## config.mk

```make
export PLATFORM = sky130hd
export DESIGN_NAME = bcd_to_binary
export DESIGN_NICKNAME = d
export VERILOG_FILES = /design/src/rtl/bcd_pkg.sv /design/src/rtl/bcd_digit_adjust.sv /design/src/rtl/bcd_to_binary.sv
export SDC_FILE = /design/constraint.sdc
export NUM_CORES = 1
export LEC_CHECK = 0
export ABC_CLOCK_PERIOD_IN_PS = 2700
export CORE_MARGIN = 5
export CORE_UTILIZATION = 45
export CTS_BUF_LIST = sky130_fd_sc_hd__clkbuf_2
export DETAILED_ROUTE_END_ITERATION = 10
export PLACE_DENSITY = 0.7
export SYNTH_ARGS = -nofsm -noshare
export SYNTH_HDL_FRONTEND = slang
export SYNTH_HIERARCHICAL = 1
export SYNTH_SLANG_ARGS = --single-unit
```

## constraint.sdc

```tcl
create_clock -name clk -period 2.7 [get_ports clk]
set_input_delay 0.54 -clock clk [delete_from_list [all_inputs] [get_ports clk]]
set_output_delay 0.54 -clock clk [all_outputs]
set_load 0.01 [all_outputs]
```

## src/rtl/bcd_pkg.sv

```systemverilog
// Shared constants and types for the BCD <-> binary converters on the ALU display path.
package bcd_pkg;

  localparam int unsigned DIGIT_W     = 4;
  localparam int unsigned N_DIGITS    = 3;
  localparam int unsigned BCD_W       = DIGIT_W * N_DIGITS;
  localparam int unsigned OUT_W       = 10;
  localparam int unsigned LIMIT       = 255;
  localparam int unsigned SHIFT_COUNT = OUT_W;
  localparam int unsigned CNT_W       = $clog2(SHIFT_COUNT + 1);

  // Two-state control; kept as plain constants so older tools read it unchanged.
  typedef logic [0:0] state_t;
  localparam state_t IDLE  = 1'b0;
  localparam state_t SHIFT = 1'b1;

  typedef struct packed {
    logic [DIGIT_W-1:0] cientos;
    logic [DIGIT_W-1:0] dieces;
    logic [DIGIT_W-1:0] unos;
  } bcd_word_t;

  function automatic logic digit_ok(input logic [DIGIT_W-1:0] d);
    return d <= DIGIT_W'(9);
  endfunction

  function automatic logic word_ok(input bcd_word_t w);
    return digit_ok(w.cientos) && digit_ok(w.dieces) && digit_ok(w.unos);
  endfunction

endpackage

```

## src/rtl/bcd_digit_adjust.sv

```systemverilog
// Reverse double-dabble correction for one BCD digit: subtract 3 when the digit is 8 or more.
module bcd_digit_adjust
  import bcd_pkg::*;
(
  input  logic [DIGIT_W-1:0] digit_i,
  output logic [DIGIT_W-1:0] digit_o
);

  always_comb begin
    digit_o = digit_i;
    if (digit_i >= DIGIT_W'(8)) begin
      digit_o = digit_i - DIGIT_W'(3);
    end
  end

endmodule

```

## src/rtl/bcd_to_binary.sv

```systemverilog
// Sequential 3-digit BCD to binary converter: one shift-and-correct step per clock,
// start/ready handshake, flags for invalid digits and results above LIMIT.
module bcd_to_binary
  import bcd_pkg::*;
#(
  parameter int unsigned OUT_W = bcd_pkg::OUT_W,
  parameter int unsigned LIMIT = bcd_pkg::LIMIT
) (
  input  logic             clk,
  input  logic             rst,
  input  logic             inicio,
  input  logic [3:0]       cientos,
  input  logic [3:0]       dieces,
  input  logic [3:0]       unos,
  output logic [OUT_W-1:0] binario,
  output logic             ocupado,
  output logic             listo,
  output logic             error_bcd,
  output logic             fuera_rango
);

  localparam int unsigned TOT_W = BCD_W + OUT_W;
  localparam logic [CNT_W-1:0] LAST_CNT = CNT_W'(OUT_W - 1);

  state_t           state_q, state_d;
  logic [CNT_W-1:0] cnt_q, cnt_d;
  logic [BCD_W-1:0] bcd_q, bcd_d;
  logic [OUT_W-1:0] bin_q, bin_d;
  logic [OUT_W-1:0] binario_q, binario_d;
  logic             ocupado_q, ocupado_d;
  logic             listo_q, listo_d;
  logic             error_q, error_d;
  logic             fuera_q, fuera_d;

  bcd_word_t        din_c;
  logic [TOT_W-1:0] shifted_c;
  logic [BCD_W-1:0] sh_bcd_c;
  logic [OUT_W-1:0] sh_bin_c;
  logic [BCD_W-1:0] adj_bcd_c;

  assign din_c     = {cientos, dieces, unos};
  assign shifted_c = {bcd_q, bin_q} >> 1;
  assign sh_bcd_c  = shifted_c[TOT_W-1:OUT_W];
  assign sh_bin_c  = shifted_c[OUT_W-1:0];

  // Correct each digit after the shift so the next shift divides it cleanly by two.
  for (genvar g = 0; g < N_DIGITS; g++) begin : g_adj
    bcd_digit_adjust u_adj (
      .digit_i (sh_bcd_c[g*DIGIT_W +: DIGIT_W]),
      .digit_o (adj_bcd_c[g*DIGIT_W +: DIGIT_W])
    );
  end

  always_comb begin
    state_d   = state_q;
    cnt_d     = cnt_q;
    bcd_d     = bcd_q;
    bin_d     = bin_q;
    binario_d = binario_q;
    ocupado_d = ocupado_q;
    listo_d   = 1'b0;
    error_d   = error_q;
    fuera_d   = fuera_q;

    case (state_q)
      IDLE: begin
        if (inicio) begin
          if (word_ok(din_c)) begin
            bcd_d     = din_c;
            bin_d     = '0;
            error_d   = 1'b0;
            fuera_d   = 1'b0;
            cnt_d     = '0;
            ocupado_d = 1'b1;
            state_d   = SHIFT;
          end else begin
            // Rejected request completes immediately with the error flag set.
            binario_d = '0;
            error_d   = 1'b1;
            fuera_d   = 1'b0;
            listo_d   = 1'b1;
          end
        end
      end

      SHIFT: begin
        bcd_d = adj_bcd_c;
        bin_d = sh_bin_c;
        cnt_d = cnt_q + CNT_W'(1);
        if (cnt_q == LAST_CNT) begin
          binario_d = sh_bin_c;
          fuera_d   = (sh_bin_c > OUT_W'(LIMIT));
          listo_d   = 1'b1;
          ocupado_d = 1'b0;
          state_d   = IDLE;
        end
      end

      default: begin
        state_d   = IDLE;
        ocupado_d = 1'b0;
      end
    endcase
  end

  always_ff @(posedge clk or posedge rst) begin
    if (rst) begin
      state_q   <= IDLE;
      cnt_q     <= '0;
      bcd_q     <= '0;
      bin_q     <= '0;
      binario_q <= '0;
      ocupado_q <= 1'b0;
      listo_q   <= 1'b0;
      error_q   <= 1'b0;
      fuera_q   <= 1'b0;
    end else begin
      state_q   <= state_d;
      cnt_q     <= cnt_d;
      bcd_q     <= bcd_d;
      bin_q     <= bin_d;
      binario_q <= binario_d;
      ocupado_q <= ocupado_d;
      listo_q   <= listo_d;
      error_q   <= error_d;
      fuera_q   <= fuera_d;
    end
  end

  assign binario     = binario_q;
  assign ocupado     = ocupado_q;
  assign listo       = listo_q;
  assign error_bcd   = error_q;
  assign fuera_rango = fuera_q;

endmodule

```

**Word-level counts from Yosys, hierarchy flattened**

Index checks and enable logic that the tools add are counted.

- Bits in registers: 41
- Bits of input ports: 15
- Output and inout port bits: 14

- Add/subtract/negate cells: 4
- $lt $le $gt $ge: 7
- Equality and inequality tests: 5
- Mux-type cells: 31
- Bitwise logic cells: 1
- Reduce and logical (&&, ||, !) cells: 7

Operators by type and width:

| cell | number |
|---|---|
| 2-to-1 mux 10 bit | 5 |
| one-hot mux 10 bit (2 select lines) | 2 |
| 2-to-1 mux 12 bit | 2 |
| one-hot mux 12 bit (2 select lines) | 1 |
| 2-to-1 mux 4 bit | 5 |
| <= comparator 4 bit, second input constant | 3 |
| 2-to-1 mux 1 bit | 11 |
| greater-than comparator 10 x 8 -> 1 bit, second input constant | 1 |
| greater-or-equal comparator 4 bit, second input constant | 2 |
| one-hot mux 1 bit (2 select lines) | 4 |
| one-hot mux 4 bit (2 select lines) | 1 |
| subtractor 4 x 2 -> 4 bit, second input constant | 2 |
| != test 2 bit, second input constant | 3 |
| AND reduction 2 bit | 3 |
| AND reduction 3 bit | 2 |
| adder 4 x 1 -> 4 bit, second input constant | 1 |
| equality test 4 bit, second input constant | 1 |
| greater-or-equal comparator 3 x 4 -> 1 bit, second input constant | 1 |
| subtractor 3 x 2 -> 4 bit, second input constant | 1 |
| logical AND 1 bit | 2 |
| != test 2 x 1 -> 1 bit, second input constant | 1 |
| inverter 1 bit | 1 |

**Longest topological paths before layout**

Gate-level depths: netlist of the first run.

- Depth in word-level cells: 6
- Gate-level depth with buffers: 6
- Mapped depth without buffers: 6

**Hierarchy**

Netlist of the first run, hierarchy kept.

Modules (own cells, without submodules):

| module | times used | cells each | area an instance (um^2) |
|---|---|---|---|
| bcd_to_binary | 1 | 199 | 1,955.6 |
| bcd_digit_adjust | 3 | 11 | 76.3 |

**Least setup slack after synthesis of the first run**

No wires, ideal clock.

- Path type: input to register
- Start: in unos[1]
- End: reg bin_q[1]
- Arrival time: 1.322 ns
- Required time: 2.574 ns
- Path slack: 1.252 ns
- Stages on the path: 4
- Buffers on the path: 1
- Cells stage by stage: o21a_1 nor4_4 buf_4 o21ai_0

- Cells in the longest elaborated chain, start to end: 4

RTL lines:

| item | line | RTL |
|---|---|---|
| from (decl) | bcd_to_binary.sv:14 | `input logic [3:0] unos,` |
| <= comparator 4 bit | bcd_pkg.sv:24 | `return d <= DIGIT_W'(9);` |
| logical AND 1 bit | bcd_pkg.sv:28 | `return digit_ok(w.cientos) && digit_ok(w.dieces) && digit_ok(w.unos);` |
| != test 2 bit (no line) | n/a |  |
| AND reduction 2 bit (no line) | n/a |  |
| to (signal assigned) | bcd_to_binary.sv:121 | `bin_q <= bin_d;` |
| to (decl) | bcd_to_binary.sv:28 | `logic [OUT_W-1:0] bin_q, bin_d;` |

Every way passes these cells.
A chain may end at the register's enable or synchronous reset.

**Worst setup path after layout of the first run**

- Start: reg fuera_q, in the netlist fuera_rango
- End: out fuera_rango

RTL lines:

| item | line | RTL |
|---|---|---|
| from (decl) | bcd_to_binary.sv:33 | `logic fuera_q, fuera_d;` |
| from (signal assigned) | bcd_to_binary.sv:126 | `fuera_q <= fuera_d;` |
| to (decl) | bcd_to_binary.sv:19 | `output logic fuera_rango` |

No word-level cell between the ends.

==> impl_metrics.tcl, run 1 <==
set metrics [dict create \
    fin_crit_sh_pct 70.60 \
    synth_top_cell_area_share_pct 45.82 \
    ys_seq_elements 40 \
    nets 286 \
    ys_async_sr_fraction_pct 100.0 \
    setup.worst_path.class "flop to primary output" \
    power.density_cell_area_nw_per_um2 967.1 \
    timing.hold.worst.start "ocupado" \
    actual_transition_at_the_worst_max_transition_pin_ns 0.8276 \
    gr-usage-all-layers_pct 16.20 \
    top_fanout_value_on_the_critical_path 3 \
    synth-edff-count 0 \
    route.detailed.wl_per_inst_um 13.81 \
    drtIter0Drc 183 \
    clock.fmax_ghz 0.5246 \
    maxSlewViolCount 0 \
    dp_hpwl_mm 3.229 \
    finalInstanceArea_um2 2582 \
    die_area_um2 6348 \
    viasPerCell 5.193 \
    routed_wl_mm 4.571 \
    count_of_buffer_and_inverter_cells_on_the_critical_path 1 \
    run_status "finished, final reports clean" \
    hold-worst-slack_ns 0.5274 \
    antenna_left 0 \
    worst_r2r_startpoint "state_q" \
    cell_types_occupying_the_most_area_after_synthesis "sky130_fd_sc_hd__dfrtp_1, sky130_fd_sc_hd__nand2_1, sky130_fd_sc_hd__o21ai_0" \
    min_delay_worst_endpoint "ocupado" \
    areaGrowthSynthToFinish_pct 18.21 \
    critPathRequiredTime_ns 2.16 \
    tritoncts_clock_tree "done" \
    grt_pass1_vias 1679 \
    number_of_h_tree_levels 2 \
    detailed_place.area_um2 2539 \
    timing.final.hold_violations 0 \
    place.gp.congestion 0.7593 \
    maxCapViolations 0 \
    placementRows 25 \
    maximum_number_of_pins_on_one_net_before_global_route_repair 41 \
    report.final.setup_viol 0 \
    cell_depth_of_the_worst_hold_path 1 \
    n_fill_cell 410 \
    root_buffer "sky130_fd_sc_hd__clkbuf_2" \
    hold_path_class "flop to flop" \
    fin_skew_ns 0.01034 \
    cts_setup_buffers 0 \
    global_route_wire_length_before_repair_mm 8.079 \
    r2r_end "binario[5]" \
    final.setup.tns_ns 0 \
    synth.yosys.seq_area_share_pct 45.82 \
    power_leakage_nw 1.083 \
    synth_area_leader_cell "sky130_fd_sc_hd__dfrtp_1" \
    clock_transition_at_the_register_clock_pins_on_the_worst_setup_and_hold_paths_after_cts_ns 0.21 \
    grt_setup_unrepaired "false" \
    synth.lib_cells_used.distinct 41 \
    drive_gt1_share_pct 7.955 \
    synthCells 232 \
    post_synth.cell_area_avg_um2 9.416 \
    numCtsBuffers 5 \
    critical_path.max_stage_delay_ns 0.55 \
    cts.sink_count 40 \
    critPathLaunch "fuera_rango" \
    crit_chain "clkdlybuf4s50_1" \
    worst_skew_pair.late_latency_ns 0.39 \
    max-vdd-ir-drop_v 0.0004234 \
    timing.max_slew.rel_slack_pct 44.57 \
    yosysWarnings 6 \
    chipWidth_um 79.68 \
    period_needed_ns 1.906 \
    cp_top_family "buffers and inverters" \
    r2r_slack_ns 0.84 \
    grt_antenna_before_repair 0 \
    cts.path.max_buffers 2 \
    drt-pass1-iter-count 4 \
    grt_overflow 0 \
    end_kind "primary output" \
    io_pins 29 \
    cts-hold-fix-buffers 0 \
    worst_ep_arrival_time_ns 1.37 \
    cts-resized-gates 0 \
    starting_density_of_the_core_pct 46.25 \
    cp_slowest_cell "sky130_fd_sc_hd__clkdlybuf4s50_1" \
    reg2reg_depth 3 \
    timing.critical_path.from_type "flop" \
    numPortBuffers 28 \
    n_diodes 0 \
    dr_total_vias 1719 \
    synthFlopType "sky130_fd_sc_hd__dfrtp_1" \
    core_area_um2 4723 \
    die_h_um 79.68 \
    syn_area_um2 2185 \
    route.detailed.drc 0 \
]
[layout make-up]
type	instances	area [µm²]	area share [%]
Clock inverter	3	18.77	0.7267
Inverter	12	45.04	1.744
Timing Repair Buffer	35	332.8	12.89
Clock buffer	5	25.02	0.9690
Sequential cell	40	1001	38.76
Tap cell	67	83.83	3.246
Multi-Input combinational cell	169	1076	41.67
[state kept, by name (all words and copies together), names as in the netlist]
| signal | count |
|---|---|
| binario | 10 |
| state_q | 1 |
| cnt_q | 4 |
| bin_q | 9 |
| listo | 1 |
| ocupado | 1 |
| error_bcd | 1 |
| bcd_q | 12 |
| fuera_rango | 1 |
[metal layers]
layer / wire length, µm / part of all wire (%) / GRT usage (%) / vias up
met3: 198 / 4.3 / 2.822 / 8
li1: - / - / - / 861
met4: 93 / 2.0 / 6.357 / 0
met2: 2160 / 47 / 23.96 / 36
met5: 0 / 0 / 0 / -
met1: 2118 / 46 / 23.45 / 814
[cell usage after synthesis, types with 5 or more instances]
cell and instances:
sky130_fd_sc_hd__ha_1 8, sky130_fd_sc_hd__a41oi_1 10, sky130_fd_sc_hd__nor2b_1 12, sky130_fd_sc_hd__nand2b_1 14, sky130_fd_sc_hd__nand2_1 45, sky130_fd_sc_hd__dfrtp_1 40, sky130_fd_sc_hd__a221o_1 9, sky130_fd_sc_hd__xor2_1 5
sky130_fd_sc_hd__buf_2 7, sky130_fd_sc_hd__o21ai_0 23, sky130_fd_sc_hd__inv_1 11
[placed cells by master, fill, tap and decap left out, drive strengths merged, types with 3 or more instances in the layout]
cell type / Yosys / final
nand4: 3 / 3
inv: 12 / 12
clkdlybuf4s50: 0 / 28
o21ai: 26 / 26
buf: 11 / 7
nor2: 4 / 4
a221o: 9 / 9
nand2b: 14 / 14
xnor2: 3 / 3
dfrtp: 40 / 40
nor2b: 12 / 12
conb: 1 / 5
a41oi: 10 / 10
clkbuf: 4 / 5
a21oi: 4 / 4
nand2: 45 / 45
xor2: 5 / 5
o21a: 4 / 4
ha: 8 / 8
[metrics by stage]
stage          setup slack, ns  power, mW  cells  utilization, %
2_1_floorplan            1.242      1.865    236               -
3_3_place_gp            0.4510      2.226    323           53.75
3_5_place_dp            0.3482      2.256    323           53.75
4_1_cts                 0.7540      2.517    331           54.68
5_1_grt                 0.5817      2.725    331           54.68
6_report                0.7938      2.497    331           54.68
[power by group]
part	switching, mW	internal (mW)	leakage, nW	total (mW)
Clock	0.202	0.0600	0.0226	0.262
Combinational	0.516	0.581	0.549	1.10
Sequential	0.269	0.870	0.511	1.14
Total	0.987	1.51	1.08	2.50
[kinds of logic (layout without fill, tap and decap cells)]
logic type               after synthesis  in the layout  synth area share, %
AND/OR/NAND/NOR                       86             86                20.45
AO/OA/AOI/OAI                         60             60                19.19
flip-flops                            40             40                45.82
buffers and inverters                 27             55                5.612
adder cells (fa/ha/maj)                8              8                4.582
XOR/XNOR                               8              8                3.207
multiplexers                           2              2               0.9736
other                                  1              5               0.1717
[worst max path at each step]
stage               depth (start not counted)     endpoint
floorplan                                   1     bcd_q[0]
global placement                            4   binario[7]
detailed placement                          4   binario[5]
CTS                                         1  fuera_rango
global route                                4   binario[7]
finish                                      1  fuera_rango
Note: power is estimated with default switching activity, not from simulation.
==> inputs of run 2 (changes only) <==
--- a/config.mk
+++ b/config.mk
@@ -5,7 +5,7 @@
 export SDC_FILE = /design/constraint.sdc
 export NUM_CORES = 1
 export LEC_CHECK = 0
-export ABC_CLOCK_PERIOD_IN_PS = 2700
+export ABC_CLOCK_PERIOD_IN_PS = 1800
 export CORE_MARGIN = 5
 export CORE_UTILIZATION = 45
 export CTS_BUF_LIST = sky130_fd_sc_hd__clkbuf_2
==> constraint.sdc (replaced) <==
create_clock -name clk -period 1.8 [get_ports clk]
set_input_delay 0.36 -clock clk [delete_from_list [all_inputs] [get_ports clk]]
set_output_delay 0.36 -clock clk [all_outputs]
set_load 0.01 [all_outputs]
==> impl_metrics.tcl, run 2 (synthesis results as in run 1) <==
set metrics [dict create \
    cts.sink_count 40 \
    root_buffer "sky130_fd_sc_hd__clkbuf_2" \
    clock_transition_at_the_register_clock_pins_on_the_worst_setup_and_hold_paths_after_cts_ns 0.21 \
    end_kind "primary output" \
    final_core_util_pct 58.78 \
    cp_top_family "buffers and inverters" \
    timing.critical_path.from_type "flop" \
    number_of_h_tree_levels 2 \
    numCtsBuffers 5 \
    placementRows 25 \
    starting_density_of_the_core_pct 46.25 \
    io_pins 29 \
    power_switching_share_pct 36.78 \
    routed_wl_mm 4.891 \
    maxCapViolations 0 \
    post-place-ws_ns -0.02737 \
    tritoncts_clock_tree "done" \
    register_bank_with_the_most_flops "bcd_q" \
    fin_total_pwr_mw 4.140 \
    n_diodes 0 \
    final.setup.tns_ns 0 \
    intPower_mw 2.618 \
    viasPerCell 5.275 \
    endpoint "ocupado" \
    numPortBuffers 28 \
    dr_total_vias 1820 \
    critPathRequiredTime_ns 1.44 \
    met1_usage_pct 23.99 \
    route.detailed.drc 0 \
    antenna_left 0 \
    power_leakage_nw 1.207 \
    core_area_um2 4723 \
    chipWidth_um 79.68 \
    finish.cell_count_without_fillers 345 \
    grt_pass1_vias 1771 \
    global_route_wire_length_before_repair_mm 8.700 \
    power.density_cell_area_nw_per_um2 1491 \
    top_fanout_value_on_the_critical_path 2 \
    global_route.usage.met3_pct 4.402 \
    timing.final.hold_violations 0 \
    areaGrowthSynthToFinish_pct 27.09 \
    reg2reg_depth 4 \
    power_frac_clock_pct 16.1 \
    hold-worst-slack_ns 0.2608 \
    r2r_end "bin_q[9]" \
    power.share.combinational_pct 43.1 \
    fin_skew_ns 0.02124 \
    netSwitchingPower_mw 1.523 \
    period_needed_ns 1.707 \
    place.detailed.instances 337 \
    share_seq_of_total_power_pct 40.8 \
    grt_setup_unrepaired "false" \
    detailed_place.area_um2 2681 \
    run_status "finished, final reports clean" \
    gr-usage-all-layers_pct 17.51 \
    route.detailed.wl_per_inst_um 14.18 \
    grt-busiest-layer "met2" \
    cts-hold-fix-buffers 0 \
    finalInstanceArea_um2 2776 \
    grt_antenna_before_repair 0 \
    max-vdd-ir-drop_v 0.0005598 \
    maxSlewViolCount 0 \
    largest_register_ff_count 12 \
    maximum_number_of_pins_on_one_net_before_global_route_repair 41 \
    count_of_buffer_and_inverter_cells_on_the_critical_path 1 \
    groute.layer.met2.usage_pct 26.54 \
    r2r_slack_ns 0.33 \
    drt-pass1-iter-count 4 \
    layout.cells.most_common "sky130_fd_sc_hd__nand2_1" \
    die_area_um2 6348 \
    critPathLaunch "ocupado" \
    hold_path_class "primary input to asynchronous set/reset pin" \
    cp_slowest_cell "sky130_fd_sc_hd__clkdlybuf4s50_1" \
    die_h_um 79.68 \
    drtIter0Drc 87 \
    place.gp.congestion 0.8370 \
    mostFrequentLayoutCells "sky130_fd_sc_hd__nand2_1, sky130_fd_sc_hd__dfrtp_1, sky130_fd_sc_hd__clkdlybuf4s50_1, sky130_fd_sc_hd__o21ai_0, sky130_fd_sc_hd__buf_4" \
    worst_skew_pair.late_latency_ns 0.40 \
    crit_chain "clkdlybuf4s50_1" \
    worst_r2r_startpoint "state_q" \
    drive_gt1_share_pct 12.95 \
    setup.worst_path.class "flop to primary output" \
    count_of_cell_instances_traversed_by_the_critical_path 1 \
    fin_crit_sh_pct 94.82 \
    grt_overflow 0 \
    timing.final.ws_setup_ns 0.09333 \
    cts.path.max_buffers 2 \
    worst_ep_arrival_time_ns 1.35 \
    report.final.setup_viol 0 \
    dp_hpwl_mm 3.452 \
    nets 301 \
    critical_path.max_stage_delay_ns 0.54 \
    clock.fmax_ghz 0.5859 \
]
run 2: worst min path at each step:
stage                   from    endpoint  slack (ns)  cells after the start
CTS                      rst  binario[0]        0.26                      3
global placement    bin_q[1]  binario[0]        0.48                      2
detailed placement  bin_q[4]    bin_q[3]        0.50                      2
finish                   rst  binario[6]        0.26                      3
floorplan           bin_q[1]  binario[0]        0.45                      2
global route             rst       listo        0.27                      3
run 2: cell type report:
type                    instances  area, µm²
fillers                       413       1947
multi-input cells             169       1076
inverters                      12      45.04
repair buffers                 50      485.5
well taps                      67      83.83
flip-flops and latches         40       1001
clock inverters                 2      60.06
clock buffers                   5      25.02
run 2: worst min-delay path: cells and delay by family:
family,cells,cell delay (ns)
buffers and inverters,3,0.71
run 2: timing repair:
item                       4_1_cts  5_1_grt
setup buffers                    0        1
setup endpoints to repair        0        2
gates resized for setup          0        1
run 2: power groups by stage:
stage               combinational (mW)  sequential (mW)  clock, mW
finish                            1.78             1.69      0.665
global route                      2.00             1.76      0.714
CTS                               1.80             1.69      0.675
detailed placement                1.78             1.71          0
global placement                  1.72             1.70          0
floorplan                         1.13             1.67          0
run 2: layer usage:
layer	wire, µm	part of all wire, %
met1	2252	46
met2	2296	47
met3	251	5.1
met4	91	1.9
met5	0	0
